===== config.mk =====
export PLATFORM = sky130hd
export DESIGN_NAME = conv_frame_sequencer
export DESIGN_NICKNAME = d
export VERILOG_FILES = /design/src/rtl/conv_frame_sequencer.sv
export SDC_FILE = /design/constraint.sdc
export NUM_CORES = 1
export LEC_CHECK = 0
export CELL_PAD_IN_SITES_DETAIL_PLACEMENT = 1
export CELL_PAD_IN_SITES_GLOBAL_PLACEMENT = 2
export CORE_MARGIN = 2
export CORE_UTILIZATION = 34
export DETAILED_ROUTE_END_ITERATION = 10
export PLACE_DENSITY_LB_ADDON = 0.05
export SLEW_MARGIN = 20
export SYNTH_ARGS = -nofsm -noshare
export SYNTH_HDL_FRONTEND = slang
export SYNTH_SLANG_ARGS = --single-unit

===== constraint.sdc =====
create_clock -name top_clk -period 3.3 [get_ports top_clk]
set_input_delay 0.33 -clock top_clk [delete_from_list [all_inputs] [get_ports top_clk]]
set_output_delay 0.33 -clock top_clk [all_outputs]
set_load 0.01 [all_outputs]

===== src/rtl/conv_frame_sequencer.sv =====
// Frame-level flow controller: counts pixels into rows, gates the upstream
// stream on line-buffer credit and output-FIFO watermark, counts convolved
// outputs and pulses frame_done once the full frame has been produced.
module conv_frame_sequencer #(
  parameter int IMG_WIDTH  = 512,
  parameter int IMG_HEIGHT = 512,
  parameter int LB_LINES   = 4
) (
  input  logic                          top_clk,
  input  logic                          top_rst,
  input  logic                          start,
  input  logic                          abort,
  input  logic                          in_data_valid,
  input  logic [7:0]                    in_data,
  output logic                          in_data_ready,
  output logic                          lb_data_valid,
  output logic [7:0]                    lb_data,
  input  logic                          lb_line_consumed,
  input  logic                          fifo_prog_full,
  input  logic                          conv_data_valid,
  output logic                          busy,
  output logic                          frame_done,
  output logic [$clog2(IMG_HEIGHT+1)-1:0] row_count,
  output logic                          err_underflow
);

  localparam int COL_W     = $clog2(IMG_WIDTH);
  localparam int ROW_W     = $clog2(IMG_HEIGHT + 1);
  localparam int LB_W      = $clog2(LB_LINES + 1);
  localparam int OUT_TOTAL = (IMG_HEIGHT - 2) * IMG_WIDTH;
  localparam int OUT_W     = $clog2(OUT_TOTAL + 1);

  localparam logic [COL_W-1:0] COL_LAST = COL_W'(IMG_WIDTH - 1);
  localparam logic [ROW_W-1:0] ROW_LAST = ROW_W'(IMG_HEIGHT - 1);
  localparam logic [ROW_W-1:0] ROW_MAX  = ROW_W'(IMG_HEIGHT);
  localparam logic [LB_W-1:0]  LB_MAX   = LB_W'(LB_LINES);
  localparam logic [LB_W-1:0]  LB_PRIME = LB_W'(LB_LINES - 1);
  localparam logic [OUT_W-1:0] OUT_MAX  = OUT_W'(OUT_TOTAL);

  typedef enum logic [2:0] {IDLE, PRIME, STREAM, DRAIN, DONE} state_t;

  state_t           state;
  logic [COL_W-1:0] col;
  logic [ROW_W-1:0] rows_in;
  logic [LB_W-1:0]  lines_buf;
  logic [OUT_W-1:0] out_cnt;

  logic accepting;
  logic acc;
  logic wrap;
  logic last_pix;
  logic abort_hit;
  logic start_hit;
  logic count_outs;

  // Ready depends only on registered state/counters plus the FIFO watermark,
  // so there is no combinational path from in_data_valid back to ready.
  assign accepting     = (state == PRIME) || (state == STREAM);
  assign in_data_ready = accepting && (lines_buf < LB_MAX) && !fifo_prog_full &&
                         (rows_in < ROW_MAX);
  assign acc           = in_data_valid && in_data_ready;
  assign wrap          = acc && (col == COL_LAST);
  assign last_pix      = wrap && (rows_in == ROW_LAST);
  assign abort_hit     = abort && (state != IDLE);
  assign start_hit     = start && (state == IDLE);
  assign count_outs    = accepting || (state == DRAIN);
  assign row_count     = rows_in;

  // Frame FSM with registered busy/frame_done; abort overrides every transition.
  always_ff @(posedge top_clk or negedge top_rst) begin
    if (!top_rst) begin
      state      <= IDLE;
      busy       <= 1'b0;
      frame_done <= 1'b0;
    end else begin
      frame_done <= 1'b0;
      if (abort_hit) begin
        state <= IDLE;
        busy  <= 1'b0;
      end else begin
        case (state)
          IDLE: begin
            if (start) begin
              state <= PRIME;
              busy  <= 1'b1;
            end
          end
          PRIME: begin
            // A very short frame can finish entering before priming completes.
            if (last_pix)                    state <= DRAIN;
            else if (lines_buf >= LB_PRIME)  state <= STREAM;
          end
          STREAM: begin
            if (last_pix) state <= DRAIN;
          end
          DRAIN: begin
            if (out_cnt == OUT_MAX) begin
              state      <= DONE;
              frame_done <= 1'b1;
            end
          end
          DONE: begin
            state <= IDLE;
            busy  <= 1'b0;
          end
          default: begin
            state <= IDLE;
            busy  <= 1'b0;
          end
        endcase
      end
    end
  end

  // Position, line-credit and output counters; abort clears all but the sticky error.
  always_ff @(posedge top_clk or negedge top_rst) begin
    if (!top_rst) begin
      col           <= '0;
      rows_in       <= '0;
      lines_buf     <= '0;
      out_cnt       <= '0;
      err_underflow <= 1'b0;
    end else if (abort_hit) begin
      col       <= '0;
      rows_in   <= '0;
      lines_buf <= '0;
      out_cnt   <= '0;
    end else begin
      if (start_hit) begin
        col     <= '0;
        rows_in <= '0;
        out_cnt <= '0;
      end else begin
        if (acc) begin
          col <= wrap ? '0 : col + 1'b1;
          if (wrap) rows_in <= rows_in + 1'b1;
        end
        if (count_outs && conv_data_valid && (out_cnt != OUT_MAX))
          out_cnt <= out_cnt + 1'b1;
      end
      // A line completing and a line being freed in the same cycle cancel out.
      if (wrap && !lb_line_consumed) begin
        lines_buf <= lines_buf + 1'b1;
      end else if (!wrap && lb_line_consumed) begin
        if (lines_buf == '0) err_underflow <= 1'b1;
        else                 lines_buf     <= lines_buf - 1'b1;
      end
    end
  end

  // One-cycle registered forwarding to the line-buffer control unit.
  always_ff @(posedge top_clk or negedge top_rst) begin
    if (!top_rst) begin
      lb_data_valid <= 1'b0;
      lb_data       <= '0;
    end else begin
      lb_data_valid <= acc;
      if (acc) lb_data <= in_data;
    end
  end

endmodule


Word-level counts from Yosys, hierarchy flattened
Cells that the tools add are included.
Word-level totals
  flip-flop bits (word level): 55
  bits of input ports: 16
Operators by class
  reductions and logical operators: 30
  $lt $le $gt $ge: 3
  add/subtract/negate cells: 5
  muxes and demuxes: 28
  equality and inequality tests: 13
  bitwise operators: 2
Operator list (count)
  two-way mux 18 bit: 3
  two-way mux 10 bit: 4
  two-way mux 9 bit: 4
  two-way mux 3 bit: 10
  adder 18 x 1 -> 18 bit (second input constant): 1
  == test 18 bit (second input constant): 1
  != test 18 bit (second input constant): 1
  nonzero test 3 bit: 5
  logical AND 1 bit: 12
  one-hot mux 3 bit (4 select lines): 1
  adder 10 x 1 -> 10 bit (second input constant): 1
  == test 10 x 9 -> 1 bit (second input constant): 1
  < comparator 10 bit (second input constant): 1
  adder 9 x 1 -> 9 bit (second input constant): 1
  == test 9 bit (second input constant): 1
  != test 3 bit (second input constant): 3
  AND reduction 4 bit: 2
  == test 3 x 2 -> 1 bit (second input constant): 2
  logical NOT 3 bit: 2
  AND reduction 2 bit: 3
  two-way mux 1 bit: 5
  != test 4 x 3 -> 1 bit (second input constant): 1
  adder 3 x 1 -> 3 bit (second input constant): 1
  == test 3 x 1 -> 1 bit (second input constant): 1
  10 further kinds: 14

Logic depth before layout (Yosys ltp)
Gate-level depths: netlist of run 1.
  word-level depth: 12
  depth in mapped cells: 11
  mapped depth without buffers: 11

Worst setup path after synthesis of run 1
OpenSTA, ideal clock, no wires.
  kind: register -> register
  start point: reg col[0]
  end point: reg state[0]
  period minus slack after synthesis: 2.565 ns
  cell stages (with the launch flop): 11
  arrival: 2.438 ns
  path buffers: 0
  setup slack: 0.735 ns
  cells stage by stage: dfrtp_1 -> ha_1 -> and3_1 -> and3_1 -> and3_1 -> ha_1 -> and4_1 -> nand3_1 -> or3_1 -> a31oi_1 -> mux2_1
On the way
  cells in the longest elaborated chain, start to end: 6
  elaborated cells between the ends (all ways): 9
  classes of those cells: eq/ne (3); mux (3); reduce/logical (3)
Ends and longest elaborated chain
  start: declaration: line 43  | logic [COL_W-1:0] col;
  start signal: assignment: line 135  | col <= wrap ? '0 : col + 1'b1;
  == test 9 bit *: line 62  | assign wrap = acc && (col == COL_LAST);
  logical AND 1 bit *: line 62
  logical AND 1 bit *: line 63  | assign last_pix = wrap && (rows_in == ROW_LAST);
  two-way mux 3 bit: line 90  | if (last_pix) state <= DRAIN;
  one-hot mux 3 bit (4 select lines): line 81  | case (state)
  two-way mux 3 bit: line 77  | if (abort_hit) begin
  end signal: assignment: line 78  | state <= IDLE;
  end signal: assignment: line 90
  end signal: assignment: line 91  | else if (lines_buf >= LB_PRIME) state <= STREAM;
  end: declaration: line 42  | state_t state;
Every way passes the cells marked *; elsewhere a longest branch is shown, timed or not.
A chain may end at the register's enable or synchronous reset.

Worst setup path in the final report of run 1
Ends and elaborated chain as after synthesis.

==> results of run 1 <==
==> power by group through the flow <==
stage | combinational (µW) | clock, µW | sequential [µW]
floorplan | 282 | 0 | 839
global placement | 531 | 0 | 829
detailed placement | 538 | 0 | 833
CTS | 540 | 478 | 823
global route | 597 | 499 | 836
finish | 526 | 457 | 821
==> kinds of logic after synthesis <==
logic type               after synthesis  share of synthesized area [%]
AO/OA/AOI/OAI                         71                          13.98
XOR/XNOR                               8                          2.358
adder cells (fa/ha/maj)                6                          2.779
buffers and inverters                 26                          4.000
flip-flops                            55                          46.32
multiplexers                           4                          1.389
AND/OR/NAND/NOR                      163                          29.18
==> routing by layer <==
| metal | GRT usage, % | share of wire [%] | vias up |
|---|---|---|---|
| met5 | 0 | 0 | - |
| met4 | 3.953 | 0.88 | 0 |
| met3 | 2.734 | 2.6 | 6 |
| met2 | 29.44 | 50 | 32 |
| met1 | 21.68 | 47 | 1324 |
| li1 | - | - | 1259 |
==> state kept, by name, summed over array words and instances, names as in the netlist <==
register       flops
out_cnt           18
row_count         10
col                9
lb_data            8
lines_buf          3
state              3
busy               1
err_underflow      1
frame_done         1
lb_data_valid      1
==> layout by cell type, fill, tap and decap left out, types with 4 or more instances in the layout <==
master / n
and3_1: 7
nand4_1: 6
clkdlybuf4s50_1: 37
clkbuf_8: 5
dfrtp_1: 55
or3_1: 10
nor2_1: 26
nand3b_1: 5
or4_1: 10
o211ai_1: 4
nand2_1: 45
buf_4: 6
ha_1: 5
nand3_1: 17
inv_1: 9
nor3b_1: 4
o21ai_1: 11
xor2_1: 5
o31ai_1: 7
nor3_1: 10
o21ai_0: 10
a21oi_1: 27
nor4_1: 6
==> how the worst min path moves through the flow <==
stage	slack, ps	startpoint	to	cells past startpoint
after floorplan	30	top_rst	busy	0
after global placement	450	err_underflow	err_underflow	1
after detailed placement	460	err_underflow	err_underflow	1
after CTS	200	top_rst	row_count[6]	2
after global routing	220	top_rst	row_count[6]	2
final	140	top_rst	lines_buf[1]	2
==> area by class of cell <==
| cell class | instances | area, µm² | area share, % |
|---|---|---|---|
| Sequential cell | 55 | 1376 | 38.75 |
| Inverter | 10 | 37.54 | 1.057 |
| Multi-Input combinational cell | 252 | 1476 | 41.56 |
| Tap cell | 108 | 135.1 | 3.804 |
| Clock buffer | 5 | 68.82 | 1.937 |
| Clock inverter | 2 | 37.54 | 1.057 |
| Timing Repair Buffer | 44 | 420.4 | 11.84 |
==> per-stage QoR <==
| step | setup WS, ps | area [µm²] |
|---|---|---|
| finish | 436.8 | 3552 |
| global route | 196.3 | 3552 |
| CTS | 417.4 | 3552 |
| detailed placement | 446.7 | 3446 |
| global placement | 594.1 | 3446 |
| floorplan | 734.5 | 2972 |
==> results.py, run 1 <==
metrics = {
    "status": {
        "status": "complete, no violations",
    },
    "worst_setup_path": {
        "critPathKind": "register to register",
        "worstPathArrival_ps": 3070,
        "path_cells": "ha_1 -> and3_1 -> and3_1 -> and3_1 -> ha_1 -> and4_1 -> nand3_1 -> or3_1 -> a31oi_1 -> mux2_1",
        "rr_worst_depth": 10,
        "crit_required_ps": 3500,
        "cpPeakStageDelay_ps": 450,
        "critPathLaunchType": "register",
        "cp_num_buf_inv": 0,
        "path_depth": 10,
        "rr_startpoint": "col[0]",
        "endpoint_kind": "register",
        "worst_path_most_repeated_cell": "and3_1",
        "reg2reg_to": "state[0]",
        "endpoint": "state[0]",
        "critPathTopFamily": "simple AND/OR/NAND/NOR gates",
        "cp-startpoint": "col[0]",
        "crit_path_max_fanout": 5,
        "r2r_slack_ps": 440,
        "slowest_stage": "dfrtp_1",
    },
    "sta": {
        "max_freq_mhz": 349.3,
        "setup_viol": 0,
        "setup_tns_ps": 0,
        "min_period_over_period_pct": 86.76,
        "tightest_slew_ps": 859.8,
        "final.setup_skew_ps": 15.35,
        "slew_viol_final": 0,
        "hold_violations": 0,
        "holdWs_ps": 136.0,
        "relSlewSlack_pct": 42.30,
        "rsz0062_at_grt": "false",
        "fin_crit_ps": 2863,
    },
    "cells_and_area": {
        "syn_to_final_growth_pct": 19.54,
        "nets": 390,
        "fill_cells": 1012,
        "post-route-util_pct": 41.34,
        "diodes": 0,
        "layout.cells.non_filler": 476,
        "drive_gt1_share_pct": 5.163,
    },
    "logic_synthesis": {
        "synth_edf_count": 0,
        "postSynthCellCount": 333,
        "yosys.area.top_type": "dfrtp_1",
        "syn-num-nets": 355,
        "ys_ff_latch": 55,
        "ys_types": 47,
        "synth-main-ff-cell": "dfrtp_1",
        "seq_area_frac_synth_pct": 46.32,
        "yosys_warnings": 0,
        "netlist.area_leader.share_pct": 46.32,
        "yosys-top-cells-count": "dfrtp_1, nand2_1, a21oi_1, nor2_1, nand3_1",
        "async_flop_share_pct": 100.0,
        "syn_area_mm2": 0.002972,
        "syn_area_per_cell_um2": 8.924,
        "synth.top_cells.by_area": "dfrtp_1, nand2_1, a21oi_1, nor2_1, nand3_1",
        "synth_most_common_cell": "dfrtp_1",
    },
    "detailed_routing": {
        "viasPerCell": 5.506,
        "wl_per_cell_um": 16.00,
        "drc_errors": 0,
        "final_antenna_net_count": 0,
        "drt_iter0_drc": 69,
        "num_vias": 2621,
        "routed_wl_mm": 7.617,
        "dr.pass1.iters": 4,
    },
    "power_and_ir_drop": {
        "pwr-share-clk_pct": 25.3,
        "total_power_uw": 1805,
        "p_seq_share_pct": 45.5,
        "vdd_ir_drop_max_mv": 0.2364,
        "power_frac_comb_pct": 29.2,
        "p_int_uw": 1205,
        "p_leak_uw": 0.001471,
        "p_switching_uw": 600.3,
        "p_per_area_mw_per_mm2": 508.1,
        "p_sw_share_pct": 33.26,
    },
    "floorplan": {
        "io_pins": 39,
        "initial_core_util_pct": 34.58,
        "die_x_um": 97.49,
        "core_area_mm2": 0.008593,
        "die_area_mm2": 0.009503,
        "rows": 34,
        "die_h_um": 97.49,
    },
    "global_route": {
        "antenna_found_initial": 0,
        "grtUsageTotal_pct": 16.79,
        "grt_overflow": 0,
        "grt_max_degree": 56,
        "grt_pass1_wl_mm": 13.25,
        "first_global_vias": 2730,
    },
    "clock_network": {
        "clk_latency_ps": 310,
        "cts_tree": "done",
        "cts.clk_slew.worst_paths_ps": 110,
        "ctsHoldBuffers": 0,
        "h-tree-depth": 2,
        "cts_inserted_buffers": 5,
        "clock_path_buffers": 2,
        "cts_setup_buffers": 0,
        "ctsResizeCount": 0,
        "numClockSinks": 55,
        "cts-root-buf": "clkbuf_8",
    },
    "placed_design": {
        "dp_hpwl_mm": 5.318,
        "gp_congestion": 0.7630,
        "placedCellCount": 469,
        "portBuffers": 38,
    },
    "hold_path": {
        "hp-class": "primary input to async pin",
    },
    "run": {
        "drv_cap": 0,
    },
}
(Power assumes the default switching activity.)
==> run 2, diff against run 1 <==
- CORE_MARGIN: 2 -> default
==> results.py, run 2 (synthesized netlist as in run 1, its figures left out) <==
metrics = {
    "status": {
        "status": "complete, no violations",
    },
    "worst_setup_path": {
        "path_cells": "ha_1 -> and3_1 -> and3_1 -> and3_1 -> ha_1 -> and4_1 -> nand3_1 -> or3_1 -> a31oi_1 -> mux2_1",
        "critPathKind": "register to register",
        "slowest_stage": "dfrtp_1",
        "worstPathArrival_ps": 2970,
        "worst_path_most_repeated_cell": "and3_1",
        "crit_path_max_fanout": 5,
        "crit_required_ps": 3500,
        "critPathLaunchType": "register",
        "cpPeakStageDelay_ps": 420,
        "r2r_slack_ps": 520,
        "endpoint_kind": "register",
    },
    "global_route": {
        "grt_pass1_wl_mm": 13.21,
        "grtUsageTotal_pct": 18.85,
        "first_global_vias": 2609,
        "grt_overflow": 0,
        "grt_max_degree": 41,
        "antenna_found_initial": 0,
    },
    "sta": {
        "fin_crit_ps": 2779,
        "hold_violations": 0,
        "relSlewSlack_pct": 41.32,
        "slew_viol_final": 0,
        "min_period_over_period_pct": 84.21,
        "max_freq_mhz": 359.8,
        "final.setup_skew_ps": 6.175,
        "holdWs_ps": 5.538,
        "setup_viol": 0,
        "setup_tns_ps": 0,
        "rsz0062_at_grt": "false",
        "tightest_slew_ps": 874.4,
    },
    "placed_design": {
        "portBuffers": 38,
        "placedCellCount": 467,
        "dp_hpwl_mm": 5.493,
        "place_area_mm2": 0.003450,
        "gp_congestion": 0.7122,
    },
    "floorplan": {
        "core_area_mm2": 0.008341,
        "die_h_um": 95.49,
        "die_x_um": 95.49,
        "initial_core_util_pct": 35.63,
        "rows": 33,
        "io_pins": 39,
        "die_area_mm2": 0.009117,
    },
    "cells_and_area": {
        "syn_to_final_growth_pct": 19.75,
        "design_area_mm2": 0.003558,
        "largest_register_ffs": 18,
        "diodes": 0,
        "nets": 391,
        "drive_gt1_share_pct": 5.420,
        "layout_common_cells": "dfrtp_1, nand2_1, clkdlybuf4s50_1, a21oi_1, nor2_1",
        "final_common_cell": "dfrtp_1",
        "layout.cells.non_filler": 474,
        "largest_register": "out_cnt",
    },
    "clock_network": {
        "cts_inserted_buffers": 5,
        "cts.clk_slew.worst_paths_ps": 100,
        "ctsResizeCount": 0,
        "cts_setup_buffers": 0,
        "numClockSinks": 55,
        "h-tree-depth": 2,
        "clk_latency_ps": 310,
        "ctsHoldBuffers": 0,
        "cts-root-buf": "clkbuf_8",
        "cts_tree": "done",
        "clock_path_buffers": 2,
    },
    "hold_path": {
        "hp-class": "primary input to async pin",
    },
    "power_and_ir_drop": {
        "p_int_uw": 1206,
        "vdd_ir_drop_max_mv": 0.1862,
        "p_sw_share_pct": 32.87,
        "pwr-share-clk_pct": 25.0,
        "p_seq_share_pct": 45.8,
        "power_frac_comb_pct": 29.3,
        "p_leak_uw": 0.001477,
        "p_per_area_mw_per_mm2": 505.0,
        "p_switching_uw": 590.7,
    },
    "detailed_routing": {
        "routed_wl_mm": 7.671,
        "viasPerCell": 5.456,
        "final_antenna_net_count": 0,
        "wl_per_cell_um": 16.18,
        "drt_iter0_drc": 59,
        "drc_errors": 0,
        "num_vias": 2586,
        "dr.pass1.iters": 4,
    },
    "run": {
        "drv_cap": 0,
    },
}
run 2: stage by stage:
step / utilization, % / power (µW) / setup slack (ps)
detailed placement: 41.36 / 1377 / 521.0
CTS: 42.63 / 1841 / 512.8
finish: 42.66 / 1797 / 521.0
floorplan: - / 1121 / 734.5
global route: 42.66 / 1933 / 335.2
global placement: 41.36 / 1355 / 615.9
run 2: final timing paths:
kind,cells past startpoint,to,from
setup / recovery,10,state[0],col[0]
hold / removal,1,err_underflow,top_rst
setup reg to reg,10,state[0],col[0]
hold reg to reg,2,lb_data[3],lb_data[3]
max in group asynchronous,2,lb_data[4],top_rst
min in group top_clk,2,lb_data[3],lb_data[3]
run 2: layer usage:
metal / global-route usage (%) / vias to the layer above / share of wire (%)
met4: 4.478 / 0 / 0.78
met3: 3.110 / 4 / 2.6
li1: - / 1259 / -
met2: 32.14 / 34 / 50
met1: 24.89 / 1289 / 47
met5: 0 / - / 0
run 2: critical path, delay by kind of cell, from the launching register on:
kind / cells / cell delay, ps
AND/OR/NAND/NOR: 6 / 1310
adder cells (fa/ha/maj): 2 / 380
multiplexers: 1 / 340
AO/OA/AOI/OAI: 1 / 210
flip-flops: 1 / 420
run 2: power by group through the flow:
stage               sequential, µW  clock (µW)  combinational, µW
floorplan                      839           0                282
global placement               828           0                527
detailed placement             836           0                541
CTS                            823         474                544
global route                   836         504                593
finish                         823         449                526
run 2: final cells by class:
class,instances,area [µm²]
timing repair buffer,45,430.4
tap,105,131.4
multi-input combinational,252,1476
inverter,10,37.54
clock inverter,2,37.54
clock buffer,5,68.82
sequential,55,1376
fill,971,4782
==> patch 1, RTL diff (settings of run 1) <==
Re-encode `state_t` (5 states) as one-hot, 5 bits wide.
--- a/src/rtl/conv_frame_sequencer.sv
+++ b/src/rtl/conv_frame_sequencer.sv
@@ -37,7 +37,7 @@
   localparam logic [LB_W-1:0]  LB_PRIME = LB_W'(LB_LINES - 1);
   localparam logic [OUT_W-1:0] OUT_MAX  = OUT_W'(OUT_TOTAL);
 
-  typedef enum logic [2:0] {IDLE, PRIME, STREAM, DRAIN, DONE} state_t;
+  typedef enum logic [4:0] {IDLE = 5'b00001, PRIME = 5'b00010, STREAM = 5'b00100, DRAIN = 5'b01000, DONE = 5'b10000} state_t;
 
   state_t           state;
   logic [COL_W-1:0] col;
Behaviour: same outputs for any inputs over 10 cycles, from zero or initial values and one cycle with top_rst low; not proved beyond that.
==> patch 1 against run 1 <==
Area after synthesis down 1.3%; final area is 0.56% higher; routed wire length shrank 2.5%; total power increased by 3.1%; non-clock buffer count down 2; sequential cell count increased by 2; utilization up 1.7 points; worst setup slack gained 0.43 ns; critical endpoint is now lines_buf[2]$_DFFE_PN0P_; largest cell class is now registers; largest power group unchanged.
==> patch 1: results (changes against run 1) <==
| Metric | Value |
|---|---|
| First-pass GRT wire length | 12800 um (was 13200 um) |
| H-tree depth | 3 (was 2) |
| Int Power | 1.25 mW (was 1.20 mW) |
| Synth unique cells | 42 (was 47) |
| Flop2flop setup slack | 0.86 ns (was 0.44 ns) |
| Reg area | 0.00143 mm2 (was 0.00138 mm2) |
| Share of cells above drive strength 1 | 0.0663 (was 0.0516) |
| Worst hold slack | 0.111 ns (was 0.136 ns) |
| Crit path arrival time | 2.65 ns (was 3.07 ns) |
| Critical Path Max Stage Delay | 0.41 ns (was 0.45 ns) |
| CTS sink cnt | 57 (was 55) |
| Max FO, Critical Path | 7 (was 5) |
| DRT iter0 DRCs | 80 (was 69) |
| Clock Pin Slew Worst Setup and Hold Paths | 0.07 ns (was 0.11 ns) |
| Cts repair resizes | 0 (unchanged) |
| Max Clock Freq | 0.410 GHz (was 0.349 GHz) |
| Met2 Wirelength | 3450 um (was 3800 um) |
| Placement-stage worst setup slack | 0.880 ns (was 0.447 ns) |
| Core Area | 0.00830 mm2 (was 0.00859 mm2) |
| Peak VDD IR | 0.263 mV (was 0.236 mV) |
| Vias in the first global route | 2581 (was 2730) |
| Net count reported at finish | 380 (was 390) |
| # fillers | 1003 (was 1012) |
| Critical path's top delay family | adder cells (was simple AND/OR/NAND/NOR gates) |
| Placed cells | 452 (was 469) |
| Slew @ Worst Pin | 0.876 ns (was 0.860 ns) |
| Non-clock buffer share | 0.113 (was 0.118) |
| Wl on met1 | 3660 um (was 3550 um) |
| Synth cell count leaders | dfrtp_1, nand2_1, nor2_1 (was dfrtp_1, nand2_1, a21oi_1) |
| R2R cell count | 9 (was 10) |
| Worst clock skew | 0.0141 ns (was 0.0153 ns) |
| Logic inverters | 9 (was 10) |
| Syn_area_per_cell | 9.19 um2 (was 8.92 um2) |
| Clk tree area frac | 0.0452 (was 0.0299) |
| Non-Clock Buffer Count | 42 (was 44) |
| Area of the multi-input gates | 0.00141 mm2 (was 0.00148 mm2) |
| CTS Buf Count | 9 (was 5) |
| Final core utilization | 0.430 (was 0.413) |
| Outcome | complete, no violations (unchanged) |
| Vias per cell | 5.33 (was 5.51) |
| Ranking of synthesized cells by area | dfrtp_1, nand2_1, nor2_1 (was dfrtp_1, nand2_1, a21oi_1) |
| GRT Total Usage | 0.168 (about the same) |
| Post-synth net total | 341 (was 355) |
| Placed inst area | 0.00341 mm2 (was 0.00345 mm2) |
| Multi-input gates | 239 (was 252) |
| Dpl hpwl | 5100 um (was 5320 um) |
| Crit path to | lines_buf[2]$_DFFE_PN0P_ (was state[0]$_DFFE_PN0P_) |
| Final WL | 7430 um (was 7620 um) |
| Non-filler instance count after layout | 467 (was 476) |
| Register area share after synthesis | 0.487 (was 0.463) |
==> patch 1: routing by layer <==
layer | global-route usage | vias up
li1 | - | 1203
met1 | 0.226 | 1240
met2 | 0.267 | 36
met3 | 0.0325 | 11
met4 | 0.0650 | 0
met5 | 0 | -
==> patch 1: logic make-up after synthesis <==
logic type | after synthesis | synth area share
XOR/XNOR | 23 | 0.0687
AND/OR/NAND/NOR | 161 | 0.284
buffers and inverters | 23 | 0.0316
multiplexers | 2 | 0.00683
flip-flops | 57 | 0.487
AO/OA/AOI/OAI | 47 | 0.0943
adder cells (fa/ha/maj) | 6 | 0.0282
==> patch 1: power groups by stage <==
stage | sequential [mW] | combinational (mW) | clock [mW]
4_1_cts | 0.846 | 0.472 | 0.585
3_3_place_gp | 0.854 | 0.466 | 0
6_report | 0.845 | 0.457 | 0.559
5_1_grt | 0.857 | 0.524 | 0.622
2_1_floorplan | 0.856 | 0.251 | 0
3_5_place_dp | 0.857 | 0.469 | 0
==> patch 2, RTL diff (settings of run 1) <==
Without the edit above. Set the parameter `IMG_WIDTH` to 2048 (it was 512).
--- a/src/rtl/conv_frame_sequencer.sv
+++ b/src/rtl/conv_frame_sequencer.sv
@@ -2,7 +2,7 @@
 // stream on line-buffer credit and output-FIFO watermark, counts convolved
 // outputs and pulses frame_done once the full frame has been produced.
 module conv_frame_sequencer #(
-  parameter int IMG_WIDTH  = 512,
+  parameter int IMG_WIDTH  = 2048,
   parameter int IMG_HEIGHT = 512,
   parameter int LB_LINES   = 4
 ) (
Behaviour: no difference found for any inputs over 10 cycles, from zero or initial values and one cycle with top_rst low; that may be too few to reach the edited logic, so the function may still have changed.
==> patch 2 against run 1 <==
The run now ends with hold timing left; area after synthesis up 0.84%; final area is 3.6% higher; worst setup slack gained 0.36 ns; sequential cell count grew 4; routed wire length decreased by 6.8%; total power rose by 28%; count of clock-buffer cells in the layout grew 9; cell count grew 1.3%.
==> patch 2: results (changes against run 1) <==
| Metric | Value |
|---|---|
| Outcome | finished with violations (was complete, no violations) |
| Failing checks | hold timing |
| Synth unique cells | 48 (was 47) |
| # fillers | 1001 (was 1012) |
| H-tree depth | 3 (was 2) |
| Worst hold slack | -0.00288 ns (was 0.136 ns) |
| GRT Total Usage | 0.161 (was 0.168) |
| First-pass GRT wire length | 12500 um (was 13200 um) |
| Worst clock skew | 0.00952 ns (was 0.0153 ns) |
| DRT iter0 DRCs | 67 (was 69) |
| Max FO, Critical Path | 18 (was 5) |
| P_leak | 1.53 nW (was 1.47 nW) |
| Clock Pin Slew Worst Setup and Hold Paths | 0.07 ns (was 0.11 ns) |
| Synth Area in Adders | 0.0234 (was 0.0278) |
| Synth cell count leaders | dfrtp_1, nand2_1, nor2_1 (was dfrtp_1, nand2_1, a21oi_1) |
| Count of final hold-check violations | 1 (was 0) |
| Post-synth net total | 347 (was 355) |
| Post-detailed-route wirelength per cell | 14.7 um (was 16.0 um) |
| Dpl hpwl | 5020 um (was 5320 um) |
| Share of cells above drive strength 1 | 0.0749 (was 0.0516) |
| Register area share after synthesis | 0.493 (was 0.463) |
| Met1 usage | 0.218 (was 0.217) |
| XOR/XNOR Fraction of Synth Area | 0.0877 (was 0.0236) |
| Slew @ Worst Pin | 0.600 ns (was 0.860 ns) |
| Area of the multi-input gates | 0.00140 mm2 (was 0.00148 mm2) |
| Multiplexer share of the synthesized area | 0 (was 0.0139) |
| Placed cells | 466 (was 469) |
| Ranking of synthesized cells by area | dfrtp_1, xnor2_1, nand2_1 (was dfrtp_1, nand2_1, a21oi_1) |
| Placement-stage worst setup slack | 0.599 ns (was 0.447 ns) |
| CTS Buf Count | 9 (was 5) |
| Peak VDD IR | 0.426 mV (was 0.236 mV) |
| Crit path arrival time | 2.75 ns (was 3.07 ns) |
| GR Util met2 | 0.260 (was 0.294) |
| Final Wtd Congestion | 0.707 (was 0.763) |
| Critical Path Max Stage Delay | 0.49 ns (was 0.45 ns) |
| Final WL | 7100 um (was 7620 um) |
| Syn_area_per_cell | 9.19 um2 (was 8.92 um2) |
## patch 2: power by group
group	switching (mW)	internal, mW
combinational	0.410	0.319
sequential	0.103	0.825
clock	0.282	0.370
## patch 2: layer usage
layer / routed length [um] / vias up
li1: - / 1204
met1: 3440 / 1233
met2: 3360 / 34
met3: 186 / 9
met4: 119 / 0
met5: 0 / -
## patch 2: cells by family after synthesis
family	after synthesis
DFF	59
and+or+nand+nor	164
xor gates and xnor gates	30
adders and majority gates	5
buffers and inverters	27
AOI/OAI and AO/OA	41
## patch 2: worst reg2reg max path, cell delays in order (launching register included)
cell      delay, ns
dfrtp_1        0.49
nor4_2         0.33
nand3_1        0.15
inv_2          0.28
nand2_2        0.08
nor2_1         0.12
fa_1           0.44
nor3_1         0.22
a21oi_1        0.07
a211oi_1       0.24
## patch 2: worst paths after layout
| path | from | end | slack (ns) | cells past startpoint |
|---|---|---|---|---|
| worst max-delay path | state[2]$_DFFE_PN0P_ | lines_buf[1]$_DFFE_PN0P_ | 0.79 | 9 |
| worst min-delay path | top_rst | row_count[4]$_DFFE_PN0P_ | -0.003 | 1 |
| worst max register to register | state[2]$_DFFE_PN0P_ | lines_buf[1]$_DFFE_PN0P_ | 0.79 | 9 |
| worst min register to register | err_underflow$_DFFE_PN0P_ | err_underflow$_DFFE_PN0P_ | 0.47 | 1 |
| max in group asynchronous | top_rst | col[6]$_DFFE_PN0P_ | 2.58 | 2 |
| min in group top_clk | err_underflow$_DFFE_PN0P_ | err_underflow$_DFFE_PN0P_ | 0.47 | 1 |
## patch 2: final cells by class
class	count	share of cell area
clock buffer	14	0.0415
clock inverter	2	0.00952
inverter	14	0.0143
multi-input combinational	240	0.381
sequential	59	0.401
tap	108	0.0367
timing repair buffer	45	0.116
